==> src/rtl/sync_bus_sched.sv <==
// sync_bus_sched
//
// Round-robin scheduler that time-multiplexes NUM_CH status words onto one
// shared bus-synchronizer input. It captures the winning word, then holds it
// stable for HOLD_CYCLES cycles so it can cross into the receiving domain.
// bus_tog flips on every capture, so the receiver can spot a new word even
// when its value repeats.
//
// Ports
//   clk       in   single clock, rising edge
//   resetn    in   asynchronous active-low reset
//   en        in   high: new grants allowed; low: finish the hold, then stall
//   ch_req    in   [NUM_CH]        per-channel request level
//   ch_data   in   [NUM_CH*WIDTH]  channel i word at [i*WIDTH +: WIDTH]
//   ch_ack    out  [NUM_CH]        one-cycle pulse: that channel's word was captured
//   bus_data  out  [WIDTH]         captured word fed to the synchronizer
//   bus_idx   out  [IDXW]          channel index of bus_data
//   bus_tog   out                  flips on every new word
//   busy      out                  high while a word is being held

module sync_bus_sched #(
  parameter int unsigned NUM_CH      = 4,
  parameter int unsigned WIDTH       = 8,
  parameter int unsigned HOLD_CYCLES = 16,
  localparam int unsigned IDXW       = (NUM_CH > 2) ? $clog2(NUM_CH) : 1
) (
  input  logic                    clk,
  input  logic                    resetn,
  input  logic                    en,
  input  logic [NUM_CH-1:0]       ch_req,
  input  logic [NUM_CH*WIDTH-1:0] ch_data,
  output logic [NUM_CH-1:0]       ch_ack,
  output logic [WIDTH-1:0]        bus_data,
  output logic [IDXW-1:0]         bus_idx,
  output logic                    bus_tog,
  output logic                    busy
);

  // Counter only needs to hold HOLD_CYCLES-1.
  localparam int unsigned CNTW = (HOLD_CYCLES > 2) ? $clog2(HOLD_CYCLES) : 1;

  typedef enum logic [0:0] {
    StIdle = 1'b0,
    StHold = 1'b1
  } state_e;

  state_e            state_q;
  logic [CNTW-1:0]   hold_cnt_q;
  logic [IDXW-1:0]   last_grant_q;
  logic [NUM_CH-1:0] ch_ack_q;
  logic [WIDTH-1:0]  bus_data_q;
  logic [IDXW-1:0]   bus_idx_q;
  logic              bus_tog_q;

  // Per-channel words, unpacked for indexed selection by the winner.
  logic [WIDTH-1:0] ch_words [NUM_CH];

  for (genvar g = 0; g < NUM_CH; g++) begin : g_unpack
    assign ch_words[g] = ch_data[g*WIDTH +: WIDTH];
  end

  // Round-robin arbiter: search from last_grant+1 upward, wrapping, so the
  // last winner is checked last. A lone requester therefore still wins.
  logic              win_found;
  logic [IDXW-1:0]   win_idx;
  logic [31:0]       last_ext;
  logic [31:0]       cand;
  logic [IDXW-1:0]   cand_idx;

  always_comb begin
    win_found = 1'b0;
    win_idx   = last_grant_q;
    last_ext  = 32'(last_grant_q);
    cand      = '0;
    cand_idx  = '0;
    for (int unsigned off = 1; off <= NUM_CH; off++) begin
      cand = last_ext + off;
      if (cand >= NUM_CH) begin
        cand = cand - NUM_CH;
      end
      cand_idx = IDXW'(cand);
      if (!win_found && ch_req[cand_idx]) begin
        win_found = 1'b1;
        win_idx   = cand_idx;
      end
    end
  end

  // Scheduler FSM with all outputs registered.
  always_ff @(posedge clk or negedge resetn) begin
    if (!resetn) begin
      state_q      <= StIdle;
      hold_cnt_q   <= '0;
      last_grant_q <= IDXW'(NUM_CH - 1);
      ch_ack_q     <= '0;
      bus_data_q   <= '0;
      bus_idx_q    <= '0;
      bus_tog_q    <= 1'b0;
    end else begin
      // Ack is a single-cycle pulse; only a grant edge sets a bit.
      ch_ack_q <= '0;
      unique case (state_q)
        StIdle: begin
          if (en && win_found) begin
            state_q           <= StHold;
            hold_cnt_q        <= CNTW'(HOLD_CYCLES - 1);
            last_grant_q      <= win_idx;
            ch_ack_q[win_idx] <= 1'b1;
            bus_data_q        <= ch_words[win_idx];
            bus_idx_q         <= win_idx;
            bus_tog_q         <= ~bus_tog_q;
          end
        end
        StHold: begin
          // Requests, data and en are ignored until the hold has run out.
          if (hold_cnt_q == '0) begin
            state_q <= StIdle;
          end else begin
            hold_cnt_q <= hold_cnt_q - CNTW'(1);
          end
        end
        default: begin
          state_q <= StIdle;
        end
      endcase
    end
  end

  assign ch_ack   = ch_ack_q;
  assign bus_data = bus_data_q;
  assign bus_idx  = bus_idx_q;
  assign bus_tog  = bus_tog_q;
  assign busy     = (state_q == StHold);

endmodule
==> config.mk <==
export PLATFORM = sky130hd
export DESIGN_NAME = sync_bus_sched
export DESIGN_NICKNAME = d
export VERILOG_FILES = /design/src/rtl/sync_bus_sched.sv
export SDC_FILE = /design/constraint.sdc
export NUM_CORES = 1
export LEC_CHECK = 0
export ABC_CLOCK_PERIOD_IN_PS = 2200
export CORE_MARGIN = 2
export CORE_UTILIZATION = 40
export DETAILED_ROUTE_END_ITERATION = 8
export GPL_ROUTABILITY_DRIVEN = 1
export PLACE_DENSITY = 0.85
export SETUP_SLACK_MARGIN = 0.3
export SLEW_MARGIN = 10
export SYNTH_ARGS = -nofsm -noshare
export SYNTH_HDL_FRONTEND = slang
export SYNTH_SLANG_ARGS = --single-unit
==> constraint.sdc <==
create_clock -name clk -period 2.2 [get_ports clk]
set_input_delay 0.66 -clock clk [delete_from_list [all_inputs] [get_ports clk]]
set_output_delay 0.66 -clock clk [all_outputs]
set_load 0.03 [all_outputs]
==> metrics.csv <==
stage,metric,value,unit
finish,nNetsFinal,221,
power_and_ir_drop,p_per_area,1280,mW/mm2
worst_setup_path,crit_type,input pin to flop,
synth,synth_top_family_by_area,compound AO/OA/AOI/OAI gates,
grt,grt_overflow_total,0,
timing,fin_crit,1.89,ns
drt,vias_per_cell,5.47,
timing,hold_viol,0,
place,place_hpwl,2500,um
power_and_ir_drop,power_frac_seq,27.3,%
timing,worst_pin_slew,0.318,ns
drt,first_pass_iters,4,
finish,drive_above_1_share,30.7,%
grt,grt_pass1_vias,1247,
synth,yosys.cell_types.count,30,
finish,final_common_cell,clkdlybuf4s50_1,
place,numPortBuffers,54,
power_and_ir_drop,post-layout-total-power,0.00266,W
drt,vias,1159,
synth,synthMuxAreaShare,13.1,%
drt,antenna_left,0,
worst_setup_path,rr_endpoint,bus_data[5],
die,start_util,40.9,%
die,ios,55,
clock_tree,cts_inserted_buffers,3,
power_and_ir_drop,p_int,0.00156,W
synth,synth_area,0.00122,mm2
place,finalWeightedCongestion,0.762,
synth,yosys_warnings,0,
timing,slew-limit-headroom,78.6,%
drt,wl,3810,um
power_and_ir_drop,combPwrFrac,60.8,%
hold_path,min_to,bus_tog,
die,fp-row-count,20,
timing,timing.setup.tns,0,ns
clock_tree,clkSinkCount,22,
status,status,completed,
worst_setup_path,timing.rr.start,last_grant_q[0],
worst_setup_path,critPathRequiredTime,2.41,ns
power_and_ir_drop,power_leakage,0.954,nW
timing,fin_skew,0.0154,ns
timing,fin_ws,0.310,ns
timing,finalCritPeriodShare,85.9,%
clock_tree,hold_buffers,0,
timing,max_freq,0.529,GHz
place,dp_slack,-0.803,ns
grt,grt_pass1_wl,5620,um
hold_path,hold_depth,1,
die,coreArea,0.00298,mm2
power_and_ir_drop,clkPwrFrac,11.9,%
finish,final_cell_mix,"34 x clkdlybuf4s50_1, 20 x dfrtp_1, 16 x dlygate4sd2_1",
synth,yosysSeqAreaShare,45.4,%
power_and_ir_drop,p_sw,0.00110,W
grt,antenna_found_initial,0,
timing,slew_violations,0,
worst_setup_path,worstPathMaxFanout,3,
clock_tree,cts_tree,yes,
synth,synthXorXnorAreaFrac,1.44,%
synth,syn_inst,107,
synth,yosys.area_share.simple,14.3,%
drt,first_iter_violations,42,
finish,area_growth,70.0,%
hold_path,min_path_type,flop to flop,
timing,rsz0062_at_grt,true,
synth,synth_compound_gate_area_share,17.8,%
grt,grtUsageTotal,21.8,%
drt,drc,0,
grt,grt_max_degree,23,
finish,fillCellCount,207,
worst_setup_path,rr_worst_depth,7,
finish,n_antenna_cell,0,
power_and_ir_drop,swShare,41.3,%
worst_setup_path,reg2reg_slack,0.35,ns
timing,setup_viol,0,
die,die_area,0.00350,mm2
clock_tree,path_clk_slew,0.13,ns
finish,fin_area,0.00207,mm2
synth,synth_nets,148,
worst_setup_path,start_kind,input pin,
synth,avgSynthCellArea,11.4,um2
drt,post_drt_wl_per_cell,18.0,um
die,die_w,59.2,um
clock_tree,htreeDepth,1,
power_and_ir_drop,ir_worst_vdd,0.000633,V
clock_tree,ctsRootBufferMaster,clkbuf_4,
clock_tree,clockBufferDepth,2,
job,cap_violations,0,
place,place_area,0.00184,mm2
hold_path,min_from,bus_tog,
synth,yosys_register_bits,22,
worst_setup_path,cp-end-kind,flop,
synth,synth_fa_ha_area_share,2.05,%
clock_tree,clkLatencyLatePin,0.33,ns
worst_setup_path,cp.arrival,2.10,ns
die,die_y,59.2,um
worst max-delay path: stages:
cell           delay [ns]
dlygate4sd2_1        0.26
or2b_2               0.30
a21oi_2              0.20
a221oi_4             0.06
buf_6                0.14
buf_4                0.13
mux2i_1              0.20
o221ai_2             0.14
routing by layer:
layer  up-vias  GRT usage [%]  share of wire (%)
met4         0           10.1                2.7
met2        37           39.4                 56
met1       581           25.2                 38
met5         -              0                  0
li1        530              -                  -
met3        11           2.62                3.2
cells in the mapped netlist, drive strengths merged:
master / n / share of area [%]
dfrtp: 20 / 41
mux2i: 16 / 13
nand2: 15 / 5.2
nor2: 9 / 2.8
o221ai: 8 / 9.9
a21oi: 5 / 2.1
buf: 5 / 4.4
inv: 5 / 1.5
o21ai: 3 / 1.5
or2b: 3 / 2.2
dfstp: 2 / 4.3
ha: 2 / 2.1
xnor2: 2 / 1.4
a221oi: 1 / 1.2
a31oi: 1 / 0.51
and3: 1 / 0.51
and3b: 1 / 0.72
nand2b: 1 / 1.1
nand3b: 1 / 0.62
nor4: 1 / 0.51
o211ai: 1 / 0.62
o21a: 1 / 0.62
o31a: 1 / 0.72
o31ai: 1 / 0.62
or4: 1 / 0.62
timing repair:
item | in CTS | in global routing
buffers inserted | 5 | 0
setup endpoints to repair | 37 | 11
gates resized for setup | 37 | 16
pin swaps | 5 | 3
cloned | 3 | 0
cell type report:
class	count	area, um2	share of cell area, %
clock buffers	3	22.5	1.09
clock inverters	1	30.0	1.45
inverters	5	18.8	0.906
multi-input cells	77	729	35.2
flip-flops and latches	22	553	26.7
well taps	33	41.3	1.99
repair buffers	71	677	32.7
metrics by stage:
step | hold WS, ns | instances | utilization (%)
finish | 0.481 | 212 | 69.6
global route | 0.499 | 212 | 69.6
CTS | 0.484 | 212 | 67.2
detailed placement | 0.470 | 200 | 61.9
global placement | 0.463 | 200 | 61.9
floorplan | 0.364 | 107 | -
state kept, by name (all words and copies together) (netlist names):
signal	cells
bus_data	8
bus_tog	1
last_grant_q	2
busy	1
ch_ack	4
hold_cnt_q	4
bus_idx	2
power groups by stage:
stage / registers [W] / clock network [W] / logic, W
floorplan: 0.000929 / 0 / 0.000657
global placement: 0.000713 / 0 / 0.00128
detailed placement: 0.000724 / 0 / 0.00133
CTS: 0.000717 / 0.000318 / 0.00149
global route: 0.000742 / 0.000333 / 0.00171
finish: 0.000726 / 0.000315 / 0.00161
cells by family after synthesis:
logic type               after synthesis
multiplexers                          16
AO/OA/AOI/OAI                         22
AND/OR/NAND/NOR                       33
buffers and inverters                 10
adder cells (fa/ha/maj)                2
XOR/XNOR                               2
flip-flops                            22
worst max path at each step:
stage / startpoint / endpoint / cells past startpoint
6_report: ch_req[2] / bus_data[7] / 8
5_1_grt: ch_req[2] / bus_data[7] / 8
4_1_cts: ch_req[3] / bus_data[5] / 8
3_5_place_dp: ch_req[3] / bus_data[7] / 6
3_3_place_gp: ch_req[3] / bus_data[5] / 6
2_1_floorplan: ch_req[2] / bus_data[1] / 6
(Power assumes the default switching activity.)
==> RTL change (same settings) <==
Change the parameter `WIDTH` from 8 to 12.
--- a/src/rtl/sync_bus_sched.sv
+++ b/src/rtl/sync_bus_sched.sv
@@ -20,7 +20,7 @@
 
 module sync_bus_sched #(
   parameter int unsigned NUM_CH      = 4,
-  parameter int unsigned WIDTH       = 8,
+  parameter int unsigned WIDTH       = 12,
   parameter int unsigned HOLD_CYCLES = 16,
   localparam int unsigned IDXW       = (NUM_CH > 2) ? $clog2(NUM_CH) : 1
 ) (
Interface: changed (resized bus_data and ch_data); port bits go from 55 to 75. The function was not compared with the original's and may differ.
==> RTL change against the original RTL <==
Sequential power increased by 14%; non-clock buffer count increased by 21; worst setup slack improved by 0.0092 ns; synthesized area increased by 20%; total power increased by 9.7%; cell area increased by 22%; register-to-register slack got worse by 0.02 ns; sequential cell count increased by 4; wire length increased by 19%; first-iteration DRC count increased by 31%; critical endpoint is now bus_data[9].
==> RTL change: results (changes against the original RTL) <==
metric;value;unit;change
routed_wirelength;4.53;mm;was 3.81 mm
placedCellCount;253;;was 200
powerDensity;1150;nW/um2;was 1280 nW/um2
finalWeightedCongestion;0.695;;was 0.762
startpoint;ch_req[1];;was ch_req[2]
reg2reg_setup_slack;0.33;ns;was 0.35 ns
slew_headroom;61.6;%;was 78.6%
synth_compound_area_share;15.4;%;was 17.8%
nFillCells;228;;was 207
leakagePower;1.14;nW;was 0.954 nW
final_layout_size_suffix_gt1_share;26.0;%;was 30.7%
placed_area;2320;um2;was 1840 um2
synthAdderAreaFrac;1.72;%;was 2.05%
cp_data_arrival_time;2.07;ns;was 2.10 ns
grt_use_met1;28.7;%;was 25.2%
drt-initial-drc-count;55;;was 42
insertion_delay;0.32;ns;
ir_drop;0.663;mV;was 0.633 mV
synth_nets;187;;was 148
io_buffers;74;;was 54
synth_xor_area_share;2.41;%;was 1.44%
critical_path.slowest_cell;a221oi_4;;was or2b_2
largest_reg_flops;12;;was 8
clock-skew-final;0.00952;ns;was 0.0154 ns
grt_max_degree;27;;was 23
yosys_warnings;0;;unchanged
yosysSeqAreaShare;44.8;%;was 45.4%
ys_top_cells_by_count;dfrtp_1 (24), mux2i_1 (24), nand2_1 (20);;was dfrtp_1 (20), mux2i_1 (16), nand2_1 (14)
use_met3;2.99;%;was 2.62%
synth_cell_type_count;29;;was 30
viasPerCell;5.19;;was 5.47
sw_frac_of_total;42.3;%;was 41.3%
grt_pass1_wl;7.20;mm;was 5.62 mm
dr_total_vias;1376;;was 1159
dpl.hpwl;3.27;mm;was 2.50 mm
synth_mux_area_share;16.5;%;was 13.1%
drt_first_pass_iters;5;;was 4
status;complete, no violations;;unchanged
synth.area.top_cells;dfrtp_1 (41%), mux2i_1 (16%), o221ai_2 (8.2%), nand2_1 (5.2%), buf_6 (3.9%);;was dfrtp_1 (41%), mux2i_1 (13%), o221ai_2 (9.9%), dfstp_2 (4.3%), nand2_1 (4.3%)
place_ws;-0.305;ns;was -0.803 ns
grt_use_total;22.7;%;was 21.8%
-- RTL change: changes by cell type in the layout (fill, tap and decap cells not counted), moves of 4 or more --
cell	delta
dfrtp_1	+4
nand2_1	+6
mux2i_2	+5
clkdlybuf4s50_1	+16
o221ai_1	+4
dlygate4sd2_1	+5
-- RTL change: logic make-up after synthesis --
kind of cell / count (synthesis)
AND/OR/NAND/NOR: 38
flip-flops: 26
multiplexers: 24
AO/OA/AOI/OAI: 22
buffers and inverters: 14
XOR/XNOR: 4
adder cells (fa/ha/maj): 2
-- RTL change: layout make-up --
class,instances,share of cell area (%)
timing repair buffer,92,36.0
sequential,26,25.9
multi-input combinational,91,33.9
inverter,6,0.892
tap,46,2.28
clock buffer,4,1.04
-- RTL change: layer usage --
metal / vias up / wire, um
met5: - / 0
met4: 0 / 95
met3: 8 / 182
met2: 45 / 2450
met1: 676 / 1800
li1: 647 / -
-- RTL change: stage by stage --
| step | total power, mW | hold slack [ns] |
|---|---|---|
| 2_1_floorplan | 1.84 | 0.364 |
| 3_3_place_gp | 2.42 | 0.463 |
| 3_5_place_dp | 2.48 | 0.463 |
| 4_1_cts | 2.82 | 0.481 |
| 5_1_grt | 3.07 | 0.518 |
| 6_report | 2.91 | 0.474 |
-- RTL change: repair_timing --
item	4_1_cts	5_1_grt
resized for setup	40	17
buffers inserted	5	1
endpoints found under the setup margin	42	12
cloned	2	0
hold buffers	0	0
pin swaps	4	3
-- RTL change: power by group through the flow --
stage	combinational, mW	clock [mW]	sequential, mW
final	1.87	0.207	0.831
after global placement	1.58	0	0.836
after CTS	1.79	0.205	0.827
after global routing	1.99	0.228	0.855
after floorplan	0.745	0	1.09
after detailed placement	1.64	0	0.842
-- RTL change: worst max path at each step --
stage               slack [ns]      endpoint  depth (start not counted)
finish                    0.32   bus_data[9]                          8
detailed placement       -0.31  bus_data[10]                          7
floorplan                 0.22  bus_data[11]                          7
CTS                       0.30   bus_data[8]                          6
global route              0.26  bus_data[11]                          7
global placement         -0.22   bus_data[2]                          7
-- RTL change: worst reg2reg max path, delay by kind of cell, from the launching register on --
kind	cells	cell delay (ns)
flops	1	0.58
compound gates	3	0.51
buf+inv	2	0.31
mux	1	0.23
simple gates	1	0.13
